File: config.mk
export PLATFORM = sky130hd
export DESIGN_NAME = ultrasonic_ranger
export DESIGN_NICKNAME = d
export VERILOG_FILES = /design/src/rtl/ranger_pkg.sv /design/src/rtl/echo_sync.sv /design/src/rtl/ultrasonic_ranger.sv
export SDC_FILE = /design/constraint.sdc
export NUM_CORES = 1
export LEC_CHECK = 0
export CORE_MARGIN = 4
export CORE_UTILIZATION = 24
export DETAILED_ROUTE_END_ITERATION = 12
export DONT_BUFFER_PORTS = 1
export GPL_TIMING_DRIVEN = 0
export SYNTH_ARGS = -nofsm -noshare
export SYNTH_HDL_FRONTEND = slang
export SYNTH_SLANG_ARGS = --single-unit
File: constraint.sdc
create_clock -name clk -period 4.7 [get_ports clk]
set_input_delay 0.705 -clock clk [delete_from_list [all_inputs] [get_ports clk]]
set_output_delay 0.705 -clock clk [all_outputs]
set_load 0.05 [all_outputs]
File: src/rtl/ranger_pkg.sv
// Shared types and default constants for the HC-SR04 ranging engine.
package ranger_pkg;
   localparam int DIST_W              = 10;
   localparam int TRIG_CYCLES_DEF     = 270;
   localparam int CYCLES_PER_CM_DEF   = 1574;
   localparam int TIMEOUT_CYCLES_DEF  = 1026000;
   localparam int HOLDOFF_CYCLES_DEF  = 1620000;
   localparam int MAX_CM_DEF          = 1023;

   typedef enum logic [2:0] {
      S_IDLE,
      S_TRIG,
      S_WAIT_RISE,
      S_MEASURE,
      S_DONE,
      S_HOLDOFF
   } ranger_state_t;
endpackage

File: src/rtl/echo_sync.sv
// Two-flop synchronizer for an asynchronous echo pin with registered rise/fall pulses.
// Latency: pin edge to rise/fall pulse is 3 clocks; no backpressure.
module echo_sync (
   input  logic clk,
   input  logic rst,
   input  logic ech,
   output logic ech_s,
   output logic rise,
   output logic fall
);
   logic meta;
   logic ech_d;

   always_ff @(posedge clk) begin
      if (rst) begin
         meta  <= 1'b0;
         ech_s <= 1'b0;
         ech_d <= 1'b0;
         rise  <= 1'b0;
         fall  <= 1'b0;
      end else begin
         meta  <= ech;
         ech_s <= meta;
         ech_d <= ech_s;
         rise  <= ech_s & ~ech_d;
         fall  <= ~ech_s & ech_d;
      end
   end
endmodule

File: src/rtl/ultrasonic_ranger.sv
// Single-shot HC-SR04 ranger: trigger, time the echo, convert to cm with a one-cycle valid strobe.
// Latency: result 4 clocks after the echo falls; no backpressure, start is ignored while busy.
module ultrasonic_ranger
   import ranger_pkg::*;
#(
   parameter int TRIG_CYCLES    = TRIG_CYCLES_DEF,
   parameter int CYCLES_PER_CM  = CYCLES_PER_CM_DEF,
   parameter int TIMEOUT_CYCLES = TIMEOUT_CYCLES_DEF,
   parameter int HOLDOFF_CYCLES = HOLDOFF_CYCLES_DEF,
   parameter int MAX_CM         = MAX_CM_DEF
) (
   input  logic              clk,
   input  logic              rst,
   input  logic              start,
   input  logic              ech,
   output logic              trig,
   output logic              busy,
   output logic [DIST_W-1:0] distance_cm,
   output logic              dist_valid,
   output logic              timeout
);
   localparam int TRIG_W = $clog2(TRIG_CYCLES);
   localparam int PRE_W  = $clog2(CYCLES_PER_CM);
   localparam int TMO_W  = $clog2(TIMEOUT_CYCLES);
   localparam int HOLD_W = $clog2(HOLDOFF_CYCLES);

   localparam logic [TRIG_W-1:0] TRIG_LAST = TRIG_W'(TRIG_CYCLES - 1);
   localparam logic [PRE_W-1:0]  PRE_LAST  = PRE_W'(CYCLES_PER_CM - 1);
   localparam logic [TMO_W-1:0]  TMO_LAST  = TMO_W'(TIMEOUT_CYCLES - 1);
   localparam logic [HOLD_W-1:0] HOLD_LAST = HOLD_W'(HOLDOFF_CYCLES - 1);
   localparam logic [DIST_W-1:0] MAX_V     = DIST_W'(MAX_CM);

   ranger_state_t     state, state_nxt;
   logic [TRIG_W-1:0] trig_cnt;
   logic [PRE_W-1:0]  pre_cnt;
   logic [TMO_W-1:0]  tmo_cnt;
   logic [HOLD_W-1:0] hold_cnt;
   logic [DIST_W-1:0] acc, acc_nxt;
   logic              pre_wrap;
   logic              tmo_flag;
   logic              armed;
   logic              ech_s, rise, fall;

   echo_sync u_sync (
      .clk   (clk),
      .rst   (rst),
      .ech   (ech),
      .ech_s (ech_s),
      .rise  (rise),
      .fall  (fall)
   );

   // Rise and fall share the same sync delay, so MEASURE lasts exactly the echo width:
   // every MEASURE clock, including the one that sees the fall, is an echo-high clock.
   always_comb begin
      pre_wrap = (pre_cnt == PRE_LAST);
      acc_nxt  = (pre_wrap && acc != MAX_V) ? acc + 1'b1 : acc;
   end

   always_comb begin
      state_nxt  = state;
      trig       = 1'b0;
      busy       = 1'b1;
      dist_valid = 1'b0;
      timeout    = 1'b0;
      case (state)
         S_IDLE: begin
            busy = 1'b0;
            if (start) state_nxt = S_TRIG;
         end
         S_TRIG: begin
            trig = 1'b1;
            if (trig_cnt == TRIG_LAST) state_nxt = S_WAIT_RISE;
         end
         S_WAIT_RISE: begin
            if (rise && armed)            state_nxt = S_MEASURE;
            else if (tmo_cnt == TMO_LAST) state_nxt = S_DONE;
         end
         S_MEASURE: begin
            if (fall || tmo_cnt == TMO_LAST) state_nxt = S_DONE;
         end
         S_DONE: begin
            dist_valid = 1'b1;
            timeout    = tmo_flag;
            state_nxt  = S_HOLDOFF;
         end
         S_HOLDOFF: begin
            if (hold_cnt == HOLD_LAST) state_nxt = S_IDLE;
         end
         default: state_nxt = S_IDLE;
      endcase
   end

   always_ff @(posedge clk) begin
      if (rst) begin
         state       <= S_IDLE;
         trig_cnt    <= '0;
         pre_cnt     <= '0;
         tmo_cnt     <= '0;
         hold_cnt    <= '0;
         acc         <= '0;
         tmo_flag    <= 1'b0;
         armed       <= 1'b0;
         distance_cm <= '0;
      end else begin
         state <= state_nxt;
         case (state)
            S_IDLE: begin
               trig_cnt <= '0;
               pre_cnt  <= '0;
               tmo_cnt  <= '0;
               acc      <= '0;
               tmo_flag <= 1'b0;
               armed    <= 1'b0;
            end
            S_TRIG: trig_cnt <= trig_cnt + 1'b1;
            S_WAIT_RISE: begin
               tmo_cnt <= tmo_cnt + 1'b1;
               // An echo already high on entry must drop before a rise counts.
               if (!ech_s) armed <= 1'b1;
               if (rise && armed) begin
                  tmo_cnt <= '0;
                  pre_cnt <= '0;
                  acc     <= '0;
               end else if (tmo_cnt == TMO_LAST) begin
                  distance_cm <= MAX_V;
                  tmo_flag    <= 1'b1;
               end
            end
            S_MEASURE: begin
               tmo_cnt <= tmo_cnt + 1'b1;
               pre_cnt <= pre_wrap ? '0 : pre_cnt + 1'b1;
               acc     <= acc_nxt;
               if (fall) begin
                  distance_cm <= acc_nxt;
               end else if (tmo_cnt == TMO_LAST) begin
                  distance_cm <= MAX_V;
                  tmo_flag    <= 1'b1;
               end
            end
            S_DONE:    hold_cnt <= '0;
            S_HOLDOFF: hold_cnt <= hold_cnt + 1'b1;
            default: ;
         endcase
      end
   end
endmodule

; ---- After elaboration in Yosys (flattened, before gate mapping)
; Index checks and enable logic that the tools add are counted.
[word_totals]
elab_cells = 87
in_bits = 4
reg_bits = 91
output_inout_bits = 14
[op_classes]
eq_ne = 19
reduce_logical = 14
n_addsub = 5
bitwise = 4
n_mux = 31
[op_table]
columns = op, count
row1 = $pmux W20 S3, 1
row2 = $mux W10, 5
row3 = $pmux W21 S2, 1
row4 = $pmux W11 S3, 1
row5 = $pmux W10 S3, 1
row6 = $mux W11, 2
row7 = $add A21 B1 Y21 const B, 1
row8 = $eq A21 B21 Y1 const B, 1
row9 = $add A20 B1 Y20 const B, 1
row10 = $eq A20 B20 Y1 const B, 1
row11 = $mux W20, 1
row12 = $pmux W10 S2, 1
row13 = $mux W3, 6
row14 = $pmux W3 S6, 1
row15 = $pmux W9 S2, 1
row16 = $ne A2 B2 Y1 const B, 8
row17 = $add A11 B1 Y11 const B, 1
row18 = $eq A11 B11 Y1 const B, 1
row19 = $add A10 B1 Y10 const B, 1
row20 = $ne A10 B10 Y1 const B, 1
row21 = $add A9 B1 Y9 const B, 1
row22 = $eq A9 B9 Y1 const B, 1
row23 = $mux W1, 8
row24 = $reduce_bool A2 Y1, 4
row25 = other kinds (15), 22

; ---- Depth between registers and ports, before layout
; Gate-level depths: netlist of run 1.
[depth]
depth_word = 5
ltp_mapped = 8
ltp_nobuf = 7

; ---- Hierarchy
; Synthesis of run 1 repeated with hierarchy kept, for this count alone.
[unflattened]
hier_cells = 542
area_unflattened_um2 = 4534.3
[by_module_without_submodules]
columns = mod, seq_area_each_um2, cells_each, n_inst, area_per_inst_um2
row1 = ultrasonic_ranger, 1721.7, 532, 1, 4400.5
row2 = echo_sync, 100.1, 10, 1, 133.9

; ---- Least setup slack after synthesis of run 1
; OpenSTA, ideal clock, no wires.
[synth_path]
kind = register to output
from = reg state[2]
to = out timeout
slack_ns = 2.279
t_required_ns = 3.995
path_buffers = 1
path_stages_with_launch = 6
arrival_ns = 1.716
path_cell_list = dfxtp_1 > clkbuf_1 > nor2b_1 > nand2b_1 > inv_1 > and2_1
[synth_via]
elab_chain_len = 2
[synth_lines]
columns = element, line
row1 = "start, declared", ultrasonic_ranger.sv:33  ; ranger_state_t state, state_nxt;
row2 = "start signal, assigned", ultrasonic_ranger.sv:106  ; state <= state_nxt;
row3 = $eq A3 B3 Y1, ultrasonic_ranger.sv:66  ; case (state)
row4 = $mux W1, ultrasonic_ranger.sv:66
row5 = "end, declared", ultrasonic_ranger.sv:20  ; output logic timeout
; No other way between the ends.

; ---- Final worst setup path of run 1
; Same ends and word-level chain as after synthesis.

==> reports/qor.csv, run 1 <==
metric,value,unit
period_share,66.7,%
synth_edf_count,0,
core.rowCount,50,
via_per_inst,4.96,
relSlewSlack,44.7,%
cap_violations,0,
fin_nets,582,
io_pins,18,
die_area,21300,µm²
setup_viol_count_final,0,
postSynth.asyncResetShare,0,%
yosysSeqAreaShare,39.8,%
hold_buffers,0,
tightest_slew,824,ps
hp-class,reg -> reg,
p_leak,1.61,nW
startpoint_type,flip-flop,
drv_slew,0,
hold_viol_final,0,
ys_ff_latch,91,
grt_max_degree,16,
cts_tree,done,
syn_area_per_cell,8.17,µm²
post-place-ws,1930,ps
postCtsSetupBuffers,0,
post_drt_wl_per_cell,13.0,µm
syn_to_final_growth,13.9,%
gr-usage-met1,13.1,%
critPathMaxFanout,10,
fp.coreArea,18700,µm²
placed_area,4870,µm²
grt_overflow,0,
diodes,0,
rsz0062_at_grt,false,
stdcell_area,5210,µm²
crit_required,3990,ps
fin_setup_tns,0,ps
gp_congestion,0.779,
vdd_drop_max,0.000230,V
synth_ff_type,dfxtp_1,
cp.arrival,2430,ps
cts_made_buffers,9,
grt_pass1_vias,3695,
grt_usage,9.80,%
drt_iter0_markers,175,
ctsRootBufferMaster,clkbuf_16,
yosysUniqueCellTypes,54,
start_util,24.4,%
synth_top_area_cell,dfxtp_1,
fin_hold_ws,403,ps
clkTransAtPathRegs,70,ps
fin_crit,3140,ps
ant_nets,0,
drt_pass1_iterations,5,
die_h,146,µm
synth_top_area_share,39.8,%
syn_inst,560,
cp-end-kind,output port,
port_buffers,0,
cts_buffer_depth,2,
skew,7.04,ps
die_x,146,µm
grt_pass1_wl,17800,µm
utilization,27.8,%
dp_hpwl,7440,µm
wl,10500,µm
drc_errors,0,
drive_gt1_share,6.25,%
num_vias,4018,
fin_ws,1560,ps
ctsResizeCount,0,
syn-num-nets,571,
synth_area,4570,µm²
gr-max-usage-layer,met2,
status,finished clean,
powerDensity,407,nW/µm²
yosys-top-cells-area,"dfxtp_1 40%, nor2_1 4.9%, a21oi_1 4.3%",
use_met2,16.3,%
antenna_found_initial,0,
crit_type,reg -> out,
grtUsageMet3,1.52,%
ys_warn_count,0,
cts.sinks,91,
max_freq,0.319,GHz
insertion_delay,340,ps
h-tree-depth,3,
[worst max-delay path, cell delays in order (launching register included)]
cell and delay, ps:
dfxtp_1 300, clkbuf_1 360, nor2b_1 360, nand2b_1 130, inv_1 420, and2_1 520
[report_power, final]
group / internal, W / total [W] / switching [W]
Combinational: 0.000119 / 0.000474 / 0.000355
Clock: 0.000519 / 0.000828 / 0.000309
Sequential: 0.000797 / 0.000820 / 0.0000228
Total: 0.00143 / 0.00212 / 0.000687
[final cells by class]
type	instances	area (µm²)
clock buffers	9	225
plain buffers	27	116
clock inverters	7	116
inverters	23	86.3
flip-flops and latches	91	1820
well taps	234	293
multi-input cells	419	2550
fillers	1988	13500
[cells in the mapped netlist (4+ instances only)]
cell / count
nand2_1: 51
clkbuf_1: 22
o21ai_0: 21
xnor2_1: 17
a221oi_1: 10
nor4b_1: 4
nand2b_1: 5
nor2_1: 60
and4_1: 6
o21a_1: 5
a31oi_1: 12
dfxtp_1: 91
inv_1: 23
o211ai_1: 4
or2_2: 4
or3_1: 12
mux2i_1: 6
nor3_1: 24
mux2_2: 6
nand4_1: 13
and2_1: 6
ha_1: 7
and3_1: 13
xor2_1: 13
a21oi_1: 39
nand3_1: 29
nor2b_1: 9
[final timing paths]
path,cells after the start,to,from,slack (ps)
max,5,timeout,state[2],1560
min,1,u_sync.rise,u_sync.ech_d,400
max reg2reg,6,state[2],state[1],2080
min reg2reg,1,u_sync.rise,u_sync.ech_d,400
[stage by stage]
step	power, W	std cells
finish	0.00212	810
global route	0.00223	810
CTS	0.00214	810
detailed placement	0.00131	794
global placement	0.00131	794
floorplan	0.00119	560
[flip-flops by register name, indices dropped and copies added, names as in the netlist]
signal,count
acc,10
armed,1
distance_cm,10
hold_cnt,21
pre_cnt,11
state,3
tmo_cnt,20
tmo_flag,1
trig_cnt,9
u_sync.ech_d,1
u_sync.ech_s,1
u_sync.fall,1
u_sync.meta,1
u_sync.rise,1
[placed cells by master (no fill, tap or decap), types with 3 or more instances in the layout]
| master | n |
|---|---|
| dfxtp_1 | 91 |
| nor2b_1 | 9 |
| nor4b_1 | 4 |
| bufinv_16 | 3 |
| mux2i_1 | 6 |
| or3_1 | 12 |
| a221oi_1 | 10 |
| or4_1 | 3 |
| and2_1 | 6 |
| xor2_1 | 13 |
| clkbuf_16 | 9 |
| nor2_1 | 60 |
| clkbuf_1 | 22 |
| o21a_1 | 5 |
| a31oi_1 | 12 |
| ha_1 | 7 |
| nor4_1 | 3 |
| nand4_1 | 13 |
| xnor2_1 | 17 |
| a41oi_1 | 3 |
| nand2_1 | 51 |
| inv_1 | 23 |
| and4_1 | 6 |
| and3_1 | 13 |
| o21ai_0 | 21 |
| nand3_1 | 29 |
| nand4b_1 | 3 |
| nand3b_1 | 3 |
| a21o_1 | 3 |
| nand2b_1 | 5 |
| nor3_1 | 24 |
| o211ai_1 | 4 |
| or2_2 | 4 |
| a21oi_1 | 39 |
| mux2_2 | 6 |
| buf_1 | 3 |
| nor3b_1 | 3 |
[cells by family (layout without fill, tap and decap cells)]
group / count (synthesis) / count (layout) / synth area share, %
AO/OA/AOI/OAI: 109 / 109 / 14.7
XOR/XNOR: 30 / 30 / 5.75
adder cells (fa/ha/maj): 7 / 7 / 1.92
buffers and inverters: 50 / 66 / 4.43
flip-flops: 91 / 91 / 39.8
multiplexers: 12 / 12 / 2.79
AND/OR/NAND/NOR: 261 / 261 / 30.6
[routing by layer]
layer  share of wire (%)  vias to the layer above
li1                    -                     2025
met1                  48                     1914
met2                  47                       70
met3                 3.7                        9
met4                 1.5                        0
met5                   0                        -
(Power assumes the default switching activity.)
==> inputs of run 2 (changes only) <==
==> constraint.sdc (replaced) <==
create_clock -name clk -period 2.7 [get_ports clk]
set_input_delay 0.405 -clock clk [delete_from_list [all_inputs] [get_ports clk]]
set_output_delay 0.405 -clock clk [all_outputs]
set_load 0.05 [all_outputs]
==> run 2 against run 1 <==
Against the previous run:
- non-clock buffer count decreased by 1
- clock-buffer cell count did not move
- worst setup slack worse by 1300 ps
- sequential share of layout area fell by 0.077 points
- critical path type is now reg -> reg
- critical endpoint is now hold_cnt[12]
- highest routed layer unchanged
==> reports/qor.csv, run 2 (synthesized netlist as in run 1, its figures left out) <==
metric,value,unit
status,finished clean,
utilization,27.9,%
num_vias,4021,
grt_pass1_wl,17800,µm
grt_max_degree,16,
cap_violations,0,
post_drt_wl_per_cell,13.0,µm
hp-class,in -> reg,
relSlewSlack,43.8,%
fin_crit,2440,ps
core.rowCount,50,
h-tree-depth,3,
cts.sinks,91,
wl,10500,µm
period_share,90.5,%
ctsRootBufferMaster,clkbuf_16,
tightest_slew,836,ps
fp.coreArea,18700,µm²
gp_congestion,0.779,
final_common_cell,dfxtp_1,
drc_errors,0,
drv_slew,0,
io_pins,18,
die_x,146,µm
postCtsSetupBuffers,0,
switching_power,0.00120,W
vdd_drop_max,0.000400,V
top_regs,"hold_cnt: 21 flops, tmo_cnt: 20 flops, pre_cnt: 11 flops",
layout_common_cells,"90 x dfxtp_1, 60 x nor2_1, 51 x nand2_1, 39 x a21oi_1, 29 x nand3_1",
crit_required,2980,ps
cts_made_buffers,9,
largest_reg_flops,21,
cts_buffer_depth,2,
fin_setup_tns,0,ps
pwr-share-comb,22.1,%
reg2reg_depth,7,
skew,6.93,ps
fin_nets,581,
clkTransAtPathRegs,60,ps
cp-end-kind,flip-flop,
critPathMaxFanout,10,
rsz0062_at_grt,false,
cts_tree,done,
dp_hpwl,7440,µm
drive_gt1_share,7.30,%
hold_buffers,0,
syn_to_final_growth,14.2,%
die_area,21300,µm²
setup_viol_count_final,0,
via_per_inst,4.97,
diodes,0,
p_leak,1.60,nW
crit_type,reg -> reg,
hold_path_end,u_sync.meta,
grt_overflow,0,
powerDensity,710,nW/µm²
drt_iter0_markers,172,
swShare,32.5,%
share_seq_of_total_power,39.1,%
whs_path_depth,1,
startpoint_type,flip-flop,
hold_viol_final,0,
port_buffers,0,
start_util,24.4,%
largest_register,hold_cnt,
grt_usage,9.80,%
antenna_found_initial,0,
ant_nets,0,
fillCellCount,1982,
max_freq,0.409,GHz
grt_pass1_vias,3695,
r2r_setup_slack,260,ps
cp.arrival,2720,ps
die_h,146,µm
drt_pass1_iterations,5,
rr_startpoint,state[0],
internal_power,0.00251,W
p_clk_share,38.8,%
insertion_delay,340,ps
r2r_end,hold_cnt[12],
min_from,ech,
run 2: critical path: stages, from the launching register on:
cell and delay (ps):
dfxtp_1 330, clkbuf_1 340, and3b_1 230, clkbuf_1 400, nand3_1 290, nor3_1 330, mux2_2 380, nor2_1 70
run 2: layout make-up:
type	instances	area, µm²	share of cell area (%)
buffer	26	113	2.16
clock buffer	9	225	4.31
clock inverter	7	116	2.23
inverter	23	93.8	1.80
multi-input combinational	419	2560	49.0
sequential	91	1820	34.9
tap	234	293	5.61
run 2: metal layers:
| metal | part of all wire [%] | up-vias | global-route usage [%] |
|---|---|---|---|
| met5 | 0 | - | 0 |
| met4 | 1.6 | 0 | 3.25 |
| met3 | 3.4 | 10 | 1.52 |
| met2 | 47 | 64 | 16.3 |
| met1 | 48 | 1923 | 13.1 |
| li1 | - | 2024 | - |
run 2: power groups by stage:
stage | combinational (W) | sequential, W | clock (W)
final | 0.000821 | 0.00145 | 0.00144
after global routing | 0.000918 | 0.00146 | 0.00152
after CTS | 0.000837 | 0.00143 | 0.00147
after detailed placement | 0.000829 | 0.00146 | 0
after global placement | 0.000829 | 0.00146 | 0
after floorplan | 0.000631 | 0.00145 | 0
run 2: worst max-delay path by stage:
stage,from,to,depth (start not counted)
floorplan,pre_cnt[0],acc[6],7
global placement,pre_cnt[0],pre_cnt[3],7
global route,state[0],hold_cnt[12],7
detailed placement,pre_cnt[0],pre_cnt[3],7
finish,state[0],hold_cnt[12],7
CTS,state[2],timeout,5
run 2: timing repair:
| item | CTS | global route |
|---|---|---|
| pin swaps | 0 | 0 |
| gates cloned | 0 | 0 |
| resized for setup | 2 | 4 |
| setup endpoints to repair | 1 | 9 |
run 2: through the flow:
step | setup slack (ps) | power [W] | hold slack (ps) | instances | area, µm²
6_report | 257 | 0.00371 | 201 | 809 | 5220
5_1_grt | 31.2 | 0.00390 | 213 | 809 | 5220
4_1_cts | 120 | 0.00374 | 199 | 810 | 5210
3_5_place_dp | 179 | 0.00229 | 397 | 794 | 4870
3_3_place_gp | 137 | 0.00228 | 395 | 794 | 4870
2_1_floorplan | 509 | 0.00208 | 383 | 560 | 4570
==> inputs of run 3 (changes only) <==
--- a/config.mk
+++ b/config.mk
@@ -10,6 +10,7 @@
 export DETAILED_ROUTE_END_ITERATION = 12
 export DONT_BUFFER_PORTS = 1
 export GPL_TIMING_DRIVEN = 0
+export SLEW_MARGIN = 20
 export SYNTH_ARGS = -nofsm -noshare
 export SYNTH_HDL_FRONTEND = slang
 export SYNTH_SLANG_ARGS = --single-unit
==> results of run 3 <==
Final layout, timing and power as in run 2 (identical DEF).
